--- src/rtl/uart_rx.sv ---
// uart_rx: 8N1 UART receiver with valid/ready output, frame-error pulse and sticky overrun flag
// Ports:
//   i_clk        single clock, all state changes on its rising edge
//   i_reset_n    synchronous active-low reset
//   i_uart_rx    asynchronous serial line, idle high, LSB first
//   o_data       received byte, stable while o_valid is high
//   o_valid      o_data holds an unconsumed byte
//   i_ready      consumer accepts the byte when o_valid is also high
//   o_busy       receiver is somewhere inside a frame
//   o_frame_err  one-cycle pulse when the stop bit samples low
//   o_overrun    sticky, set when a byte is dropped because o_data was still unconsumed
//   i_clr_err    clears o_overrun; a simultaneous overrun wins
module uart_rx #(
  parameter int CLKS_PER_BIT = 64
) (
  input  logic       i_clk,
  input  logic       i_reset_n,
  input  logic       i_uart_rx,
  output logic [7:0] o_data,
  output logic       o_valid,
  input  logic       i_ready,
  output logic       o_busy,
  output logic       o_frame_err,
  output logic       o_overrun,
  input  logic       i_clr_err
);
  typedef enum logic [1:0] {IDLE, START, DATA, STOP} state_t;
  localparam logic [15:0] FULL = 16'(CLKS_PER_BIT - 1);
  localparam logic [15:0] HALF = 16'(CLKS_PER_BIT / 2 - 1);
  state_t      state;
  logic [15:0] timer;
  logic [2:0]  idx;
  logic [7:0]  shreg;
  logic        rx_m, rx_s, brk;
  logic        full, half, deliver;
  assign full    = timer == FULL;
  assign half    = timer == HALF;
  // a good stop bit hands the assembled byte to the output stage this edge
  assign deliver = state == STOP && !brk && full && rx_s;
  assign o_busy  = state != IDLE;
  always_ff @(posedge i_clk) begin
    if (!i_reset_n) begin
      rx_m        <= 1'b1;
      rx_s        <= 1'b1;
      state       <= IDLE;
      timer       <= '0;
      idx         <= '0;
      shreg       <= '0;
      brk         <= 1'b0;
      o_data      <= 8'h00;
      o_valid     <= 1'b0;
      o_frame_err <= 1'b0;
      o_overrun   <= 1'b0;
    end else begin
      rx_m        <= i_uart_rx;
      rx_s        <= rx_m;
      o_frame_err <= 1'b0;
      case (state)
        IDLE: if (!rx_s) begin
          state <= START;
          timer <= '0;
        end
        // mid-start re-check rejects glitches shorter than half a bit
        START: if (half) begin
          timer <= '0;
          idx   <= '0;
          state <= rx_s ? IDLE : DATA;
        end else timer <= timer + 16'd1;
        DATA: if (full) begin
          shreg[idx] <= rx_s;
          timer      <= '0;
          idx        <= idx + 3'd1;
          if (idx == 3'd7) state <= STOP;
        end else timer <= timer + 16'd1;
        // brk marks a bad stop bit: hold here until the line returns high
        STOP: if (brk) begin
          if (rx_s) begin
            brk   <= 1'b0;
            state <= IDLE;
          end
        end else if (full) begin
          timer <= '0;
          if (rx_s) state <= IDLE;
          else begin
            brk         <= 1'b1;
            o_frame_err <= 1'b1;
          end
        end else timer <= timer + 16'd1;
        default: state <= IDLE;
      endcase
      // a byte may land in the same cycle the previous one is consumed
      if (deliver && (!o_valid || i_ready)) begin
        o_data  <= shreg;
        o_valid <= 1'b1;
      end else if (o_valid && i_ready) o_valid <= 1'b0;
      if (deliver && o_valid && !i_ready) o_overrun <= 1'b1;
      else if (i_clr_err) o_overrun <= 1'b0;
    end
  end
endmodule

--- config.mk ---
export PLATFORM = sky130hd
export DESIGN_NAME = uart_rx
export DESIGN_NICKNAME = d
export VERILOG_FILES = /design/src/rtl/uart_rx.sv
export SDC_FILE = /design/constraint.sdc
export NUM_CORES = 1
export LEC_CHECK = 0
export ABC_AREA = 1
export BUFFER_PORTS_ARGS = -buffer_cell sky130_fd_sc_hd__buf_2
export CAP_MARGIN = 30
export CORE_MARGIN = 2
export CORE_UTILIZATION = 53
export CTS_CLUSTER_DIAMETER = 60
export DETAILED_ROUTE_END_ITERATION = 12
export GPL_TIMING_DRIVEN = 0
export PLACE_DENSITY_LB_ADDON = 0.12
export SYNTH_ARGS = -nofsm -noshare
export SYNTH_HDL_FRONTEND = slang
export SYNTH_SLANG_ARGS = --single-unit
--- constraint.sdc ---
create_clock -name i_clk -period 3 [get_ports i_clk]
set_input_delay 0 -clock i_clk [delete_from_list [all_inputs] [get_ports i_clk]]
set_output_delay 0 -clock i_clk [all_outputs]
set_load 0.005 [all_outputs]
==> results of run 1 <==
==> synth_stat cells (2+ instances only) <==
cell,count
dfxtp_1,43
nand3_1,18
nor3_1,13
nor3b_1,2
nor2_2,2
nor4_1,3
clkbuf_1,4
nand2_1,46
inv_1,24
nor2_1,53
o21ai_0,18
inv_2,3
or2_2,3
nand4_1,6
ha_1,3
o21ai_1,3
a21oi_1,25
xor2_1,2
==> registers in the layout, summed over array words and instances (netlist names), named ones only <==
signal,count
o_data,8
o_valid,1
o_overrun,1
rx_s,1
idx,3
o_frame_err,1
state,1
brk,1
shreg,8
rx_m,1
timer,16
==> cells by family after synthesis <==
group | Yosys count | synth area share (%)
adders and majority gates | 3 | 1.86
DFF | 43 | 42.6
and+or+nand+nor | 152 | 34.9
buffers and inverters | 33 | 6.19
AOI/OAI and AO/OA | 51 | 13.2
xor gates and xnor gates | 3 | 1.30
==> through the flow <==
stage	instances	util (%)	hold WS [ps]
CTS	358	61.8	18.3
global placement	348	58.9	185
finish	358	61.8	16.0
global route	358	61.8	57.8
detailed placement	348	58.9	189
floorplan	285	-	107
==> final cells by class <==
cell class                      instances  area share, %
Tap cell                               48           2.66
Inverter                               28           4.65
Clock buffer                            6           3.21
Clock inverter                          2          0.553
Timing Repair Buffer                   17           4.21
Buffer                                  5          0.885
Sequential cell                        43           38.1
Multi-Input combinational cell        209           45.8
==> where the power goes <==
part           internal (uW)  switching (uW)
logic                   18.7            40.9
registers                575            4.03
clock network            163             196
==> routing by layer <==
| layer | up-vias | track usage (%) | wire length, um | share of wire (%) |
|---|---|---|---|---|
| li1 | 993 | - | - | - |
| met1 | 831 | 26.2 | 1970 | 47 |
| met2 | 22 | 37.9 | 2080 | 49 |
| met3 | 7 | 5.14 | 114 | 2.7 |
| met4 | 0 | 8.85 | 46 | 1.1 |
| met5 | - | 0 | 0 | 0 |
==> how the worst max path moves through the flow <==
| stage | startpoint | endpoint | slack [ps] | cells past startpoint |
|---|---|---|---|---|
| 6_report | timer[0]$_SDFFE_PN0P_ | o_data[6]$_SDFFE_PN0P_ | 1150 | 10 |
| 4_1_cts | timer[0]$_SDFFE_PN0P_ | timer[8]$_SDFFE_PN0P_ | 1140 | 10 |
| 2_1_floorplan | timer[0]$_SDFFE_PN0P_ | o_data[1]$_SDFFE_PN0P_ | 1430 | 10 |
| 3_5_place_dp | timer[0]$_SDFFE_PN0P_ | timer[8]$_SDFFE_PN0P_ | 1170 | 10 |
| 3_3_place_gp | timer[0]$_SDFFE_PN0P_ | o_data[0]$_SDFFE_PN0P_ | 1190 | 10 |
| 5_1_grt | timer[0]$_SDFFE_PN0P_ | o_data[1]$_SDFFE_PN0P_ | 950 | 10 |
==> worst min-delay path: cells and delay by family <==
| family | cells | cell delay (ps) |
|---|---|---|
| buffers and inverters | 1 | 80 |
| AND/OR/NAND/NOR | 2 | 140 |
| AO/OA/AOI/OAI | 1 | 50 |
==> flow_metrics.tcl, run 1 <==
set metrics [dict create \
    status "completed" \
    multiInputGateArea_um2 1030 \
    critPathBufInv 2 \
    tightest_slew_ps 487 \
    setup_viol 0 \
    synth_area_um2 2020 \
    dieHeight_um 65.7 \
    r2r-end "o_data[6]$_SDFFE_PN0P_" \
    numClockSinks 43 \
    antenna_found_initial 0 \
    fp.dieW_um 65.7 \
    period_share_pct 61.8 \
    regToRegSetupSlack_ps 1150 \
    period_needed_ps 1850 \
    drive_gt1_share_pct 11.9 \
    layout-area-overhead-vs-synth_pct 11.9 \
    syn_area_per_cell_um2 7.09 \
    cpMostUsedCell "nor2_1" \
    grt_pass1_vias 1765 \
    rsz0062_at_grt "no" \
    ant_nets 0 \
    drv_cap 0 \
    slew_headroom_pct 67.5 \
    cp-start-kind "flip-flop" \
    final_area_um2 2260 \
    max_stage_delay_ps 380 \
    seq_area_frac_synth_pct 42.6 \
    htree_levels 2 \
    ctsHoldBuffers 2 \
    peakVddDrop_uv 277 \
    synth-edff-count 0 \
    dpl.hpwl_mm 3.13 \
    synthArstFlopShare_pct 0 \
    final.setup.tns_ps 0 \
    fmax_mhz 539 \
    postCtsSetupBuffers 0 \
    cts_buffers 5 \
    dieArea_um2 4320 \
    yosysUniqueCellTypes 32 \
    worstHoldStart "i_ready" \
    coreArea_um2 3660 \
    path_cells "ha_1 > nand2_1 > nor2_1 > inv_2 > nor2_8 > nand2_4 > nor3_4 > inv_2 > nor2_1 > nor2_1" \
    hold_depth 4 \
    setup_ws_ps 1150 \
    grt_pass1_wl_mm 7.41 \
    cp_top_family "simple AND/OR/NAND/NOR gates" \
    row_count 22 \
    grt_use_total_pct 22.0 \
    r2r-start "timer[0]$_SDFFE_PN0P_" \
    total_power_uw 997 \
    drt_iter0_markers 137 \
    place_ws_ps 1170 \
    final_nets 317 \
    worst-path-max-fanout 10 \
    syn_inst 285 \
    first_pass_iters 4 \
    hold_viol 0 \
    cts_resized 0 \
    seqCellArea_um2 861 \
    mostFrequentLayoutCell "nor2_1" \
    syn_nets 293 \
    clk_latency_ps 290 \
    yosysTopAreaCellShare_pct 42.6 \
    crit_arrival_ps 2050 \
    layout_common_cells "nor2_1 (53), nand2_1 (46), dfxtp_1 (43)" \
    criticalPathCategory "reg -> reg" \
    detail_route.wl_per_cell_um 11.8 \
    end_kind "flip-flop" \
    synth_top_area_cell "dfxtp_1" \
    ys_ff_latch 43 \
    power-per-cell-area_nw_per_um2 441 \
    io_pins 17 \
    dr_total_vias 1853 \
    cts_tree "done" \
    placed_cell_area_um2 2160 \
    r2r_cells 10 \
    ys.flop_type "dfxtp_1" \
    io_buffers 15 \
    gp_routability_congestion 0.887 \
    cts_buffer_depth 2 \
    p_leak_uw 0.000938 \
    hp-class "in -> reg" \
    cp_slowest_cell "dfxtp_1" \
    skew_ps 5.38 \
    via_per_inst 5.18 \
    grt_max_degree 14 \
    cp.required_ps 3190 \
    fill_cells 349 \
    min_to "o_overrun$_SDFFE_PN0P_" \
    yosys-top-cells-area "dfxtp_1 (43%), nor2_1 (9.8%), nand2_1 (8.5%)" \
    cts_root_buffer "clkbuf_8" \
    antenna_cells 0 \
    maxSlewViolCount 0 \
    finalWirelength_mm 4.21 \
    drc 0 \
    start_util_pct 55.2 \
    gr-total-overflow 0 \
    cts.clk_slew.worst_paths_ps 80 \
    yosys_warnings 0 \
]
Note: power is estimated with default switching activity, not from simulation.
==> inputs of run 2 (changes only) <==
==> constraint.sdc (replaced) <==
create_clock -name i_clk -period 1.7 [get_ports i_clk]
set_input_delay 0 -clock i_clk [delete_from_list [all_inputs] [get_ports i_clk]]
set_output_delay 0 -clock i_clk [all_outputs]
set_load 0.005 [all_outputs]
==> run 2 against run 1 <==
Largest cell class unchanged. Core utilization up 5.4 points. Cell area up 8.8%. Die area unchanged. Flip-flop and latch count unchanged. Clock-buffer cell count unchanged. Global-route usage up 1.2 points. Register-to-register slack worse by 1100 ps. Final cell count up 3.1%. Setup slack worse by 1100 ps. Via count up 4.2%. Critical path type unchanged. Highest routed layer unchanged.
==> flow_metrics.tcl, run 2 (synthesized netlist as in run 1, its figures left out) <==
set metrics [dict create \
    multiInputGateArea_um2 1130 \
    setup_ws_ps 65.2 \
    status "completed" \
    maxSlewViolCount 0 \
    fin_util_pct 67.2 \
    use_met1_pct 27.7 \
    rsz0062_at_grt "yes" \
    gr-total-overflow 0 \
    top_register "timer" \
    drc 0 \
    period_needed_ps 1630 \
    p_sw_uw 434 \
    peakVddDrop_uv 460 \
    hold_depth 4 \
    grt_pass1_vias 1810 \
    regToRegSetupSlack_ps 70 \
    path_depth 8 \
    antenna_found_initial 0 \
    cts_tree "done" \
    coreArea_um2 3660 \
    comb_power_share_pct 6.7 \
    max_stage_delay_ps 360 \
    place_ws_ps -126 \
    first_pass_iters 4 \
    antenna_cells 0 \
    slew_headroom_pct 65.5 \
    grt_use_met3_pct 5.14 \
    hold_slack_ps 14.6 \
    seqCellArea_um2 875 \
    setup_viol 0 \
    power-per-cell-area_nw_per_um2 723 \
    grt_pass1_wl_mm 7.79 \
    crit_arrival_ps 1870 \
    drt_iter0_markers 197 \
    critPathBufInv 1 \
    drive_gt1_share_pct 24.6 \
    worst-path-max-fanout 7 \
    cp.required_ps 1930 \
    layout_common_cells "nor2_1 (46), nand2_1 (42), dfxtp_1 (32)" \
    detail_route.wl_per_cell_um 12.7 \
    mostFrequentLayoutCell "nor2_1" \
    dieArea_um2 4320 \
    p_int_uw 1340 \
    path_cells "nor2_2 > nand3_2 > nor2_4 > nand2_8 > nor3_4 > buf_6 > o21ai_2 > a21oi_1" \
    dieHeight_um 65.7 \
    hp-class "in -> reg" \
    tightest_slew_ps 517 \
    io_pins 17 \
    numClockSinks 43 \
    reg_top3 "timer (16), o_data (8), shreg (8)" \
    cp-start-kind "flip-flop" \
    largest_reg_flops 16 \
    end_kind "flip-flop" \
    layout-area-overhead-vs-synth_pct 21.7 \
    cp_slowest_cell "dfxtp_2" \
    fmax_mhz 612 \
    via_per_inst 5.23 \
    pwr-share-clk_pct 35.6 \
    cts.clk_slew.worst_paths_ps 80 \
    skew_ps 4.34 \
    start_util_pct 55.2 \
    criticalPathCategory "reg -> reg" \
    cts_buffers 5 \
    ant_nets 0 \
    drv_cap 0 \
    dpl.hpwl_mm 3.13 \
    row_count 22 \
    r2r-end "o_data[5]$_SDFFE_PN0P_" \
    fp.dieW_um 65.7 \
    grt_max_degree 14 \
    clk_latency_ps 300 \
    switching_share_pct 24.4 \
    r2r-start "timer[8]$_SDFFE_PN0P_" \
    p_seq_share_pct 57.7 \
    htree_levels 2 \
    r2r_cells 8 \
    cts_buffer_depth 2 \
    grt_use_total_pct 23.2 \
    cts_root_buffer "clkbuf_8" \
    io_buffers 15 \
    hold_viol 0 \
    grt-busiest-layer "met2" \
    cp_top_family "simple AND/OR/NAND/NOR gates" \
    p_leak_uw 0.00102 \
    finalWirelength_mm 4.70 \
    dr_total_vias 1930 \
    final_nets 328 \
    fill_cells 329 \
    startpoint "timer[8]$_SDFFE_PN0P_" \
    crit_path_end "o_data[5]$_SDFFE_PN0P_" \
    period_share_pct 96.2 \
    grt_util_met2_pct 40.5 \
    gp_routability_congestion 0.887 \
]
==> run 2: changes by cell type in the layout (fill, tap and decap cells not counted), moves of 3 or more <==
cell,change
dfxtp_1,-11
dfxtp_2,+11
buf_4,+10
nor2_1,-7
nor2_2,+6
nand2_1,-4
nand2_2,+3
o21ai_0,-3
==> run 2: layout make-up <==
class                           count  share of cell area (%)
Tap cell                           48                    2.44
Multi-Input combinational cell    209                    45.8
Clock buffer                        6                    2.95
Timing Repair Buffer               29                    7.83
Clock inverter                      2                   0.509
Sequential cell                    43                    35.6
Buffer                              4                   0.661
Inverter                           28                    4.27
==> run 2: repair_timing <==
| action | 4_1_cts | 5_1_grt |
|---|---|---|
| pin swaps | 6 | 7 |
| setup buffers | 8 | 4 |
| hold endpoints to repair | 2 | 0 |
| setup endpoints to repair | 20 | 30 |
| hold buffers | 2 | 0 |
| gates resized for setup | 10 | 29 |
==> run 2: per-stage QoR <==
step | total power (uW) | TNS (ps) | instances | area, um^2
final | 1780 | 0 | 369 | 2460
after global routing | 1850 | -594 | 369 | 2460
after CTS | 1790 | 0 | 366 | 2350
after detailed placement | 1150 | -1700 | 348 | 2160
after global placement | 1150 | -1560 | 348 | 2160
after floorplan | 1120 | 0 | 285 | 2020
==> run 2: how the worst min path moves through the flow <==
stage / start / endpoint / slack (ps)
2_1_floorplan: i_uart_rx / rx_m$_SDFF_PN1_ / 110
3_3_place_gp: i_uart_rx / rx_m$_SDFF_PN1_ / 180
3_5_place_dp: i_uart_rx / rx_m$_SDFF_PN1_ / 190
4_1_cts: i_ready / o_overrun$_SDFFE_PN0P_ / 20
5_1_grt: i_ready / o_overrun$_SDFFE_PN0P_ / 50
6_report: i_ready / o_overrun$_SDFFE_PN0P_ / 10
==> run 2: worst reg2reg max path: stages (launching register included) <==
cell	delay [ps]
dfxtp_2	360
nor2_2	170
nand3_2	110
nor2_4	250
nand2_8	110
nor3_4	240
buf_6	170
o21ai_2	50
a21oi_1	130
==> run 2: power by group through the flow <==
stage | Combinational (uW) | Sequential (uW) | Clock [uW]
after detailed placement | 103 | 1050 | 0
after global placement | 103 | 1050 | 0
after floorplan | 71.9 | 1040 | 0
after CTS | 118 | 1020 | 646
final | 119 | 1030 | 634
after global routing | 135 | 1030 | 692
==> run 2: per-layer routing <==
metal | up-vias | part of all wire (%)
li1 | 1015 | -
met1 | 882 | 45
met2 | 26 | 52
met3 | 7 | 2.9
met4 | 0 | 0.98
met5 | - | 0
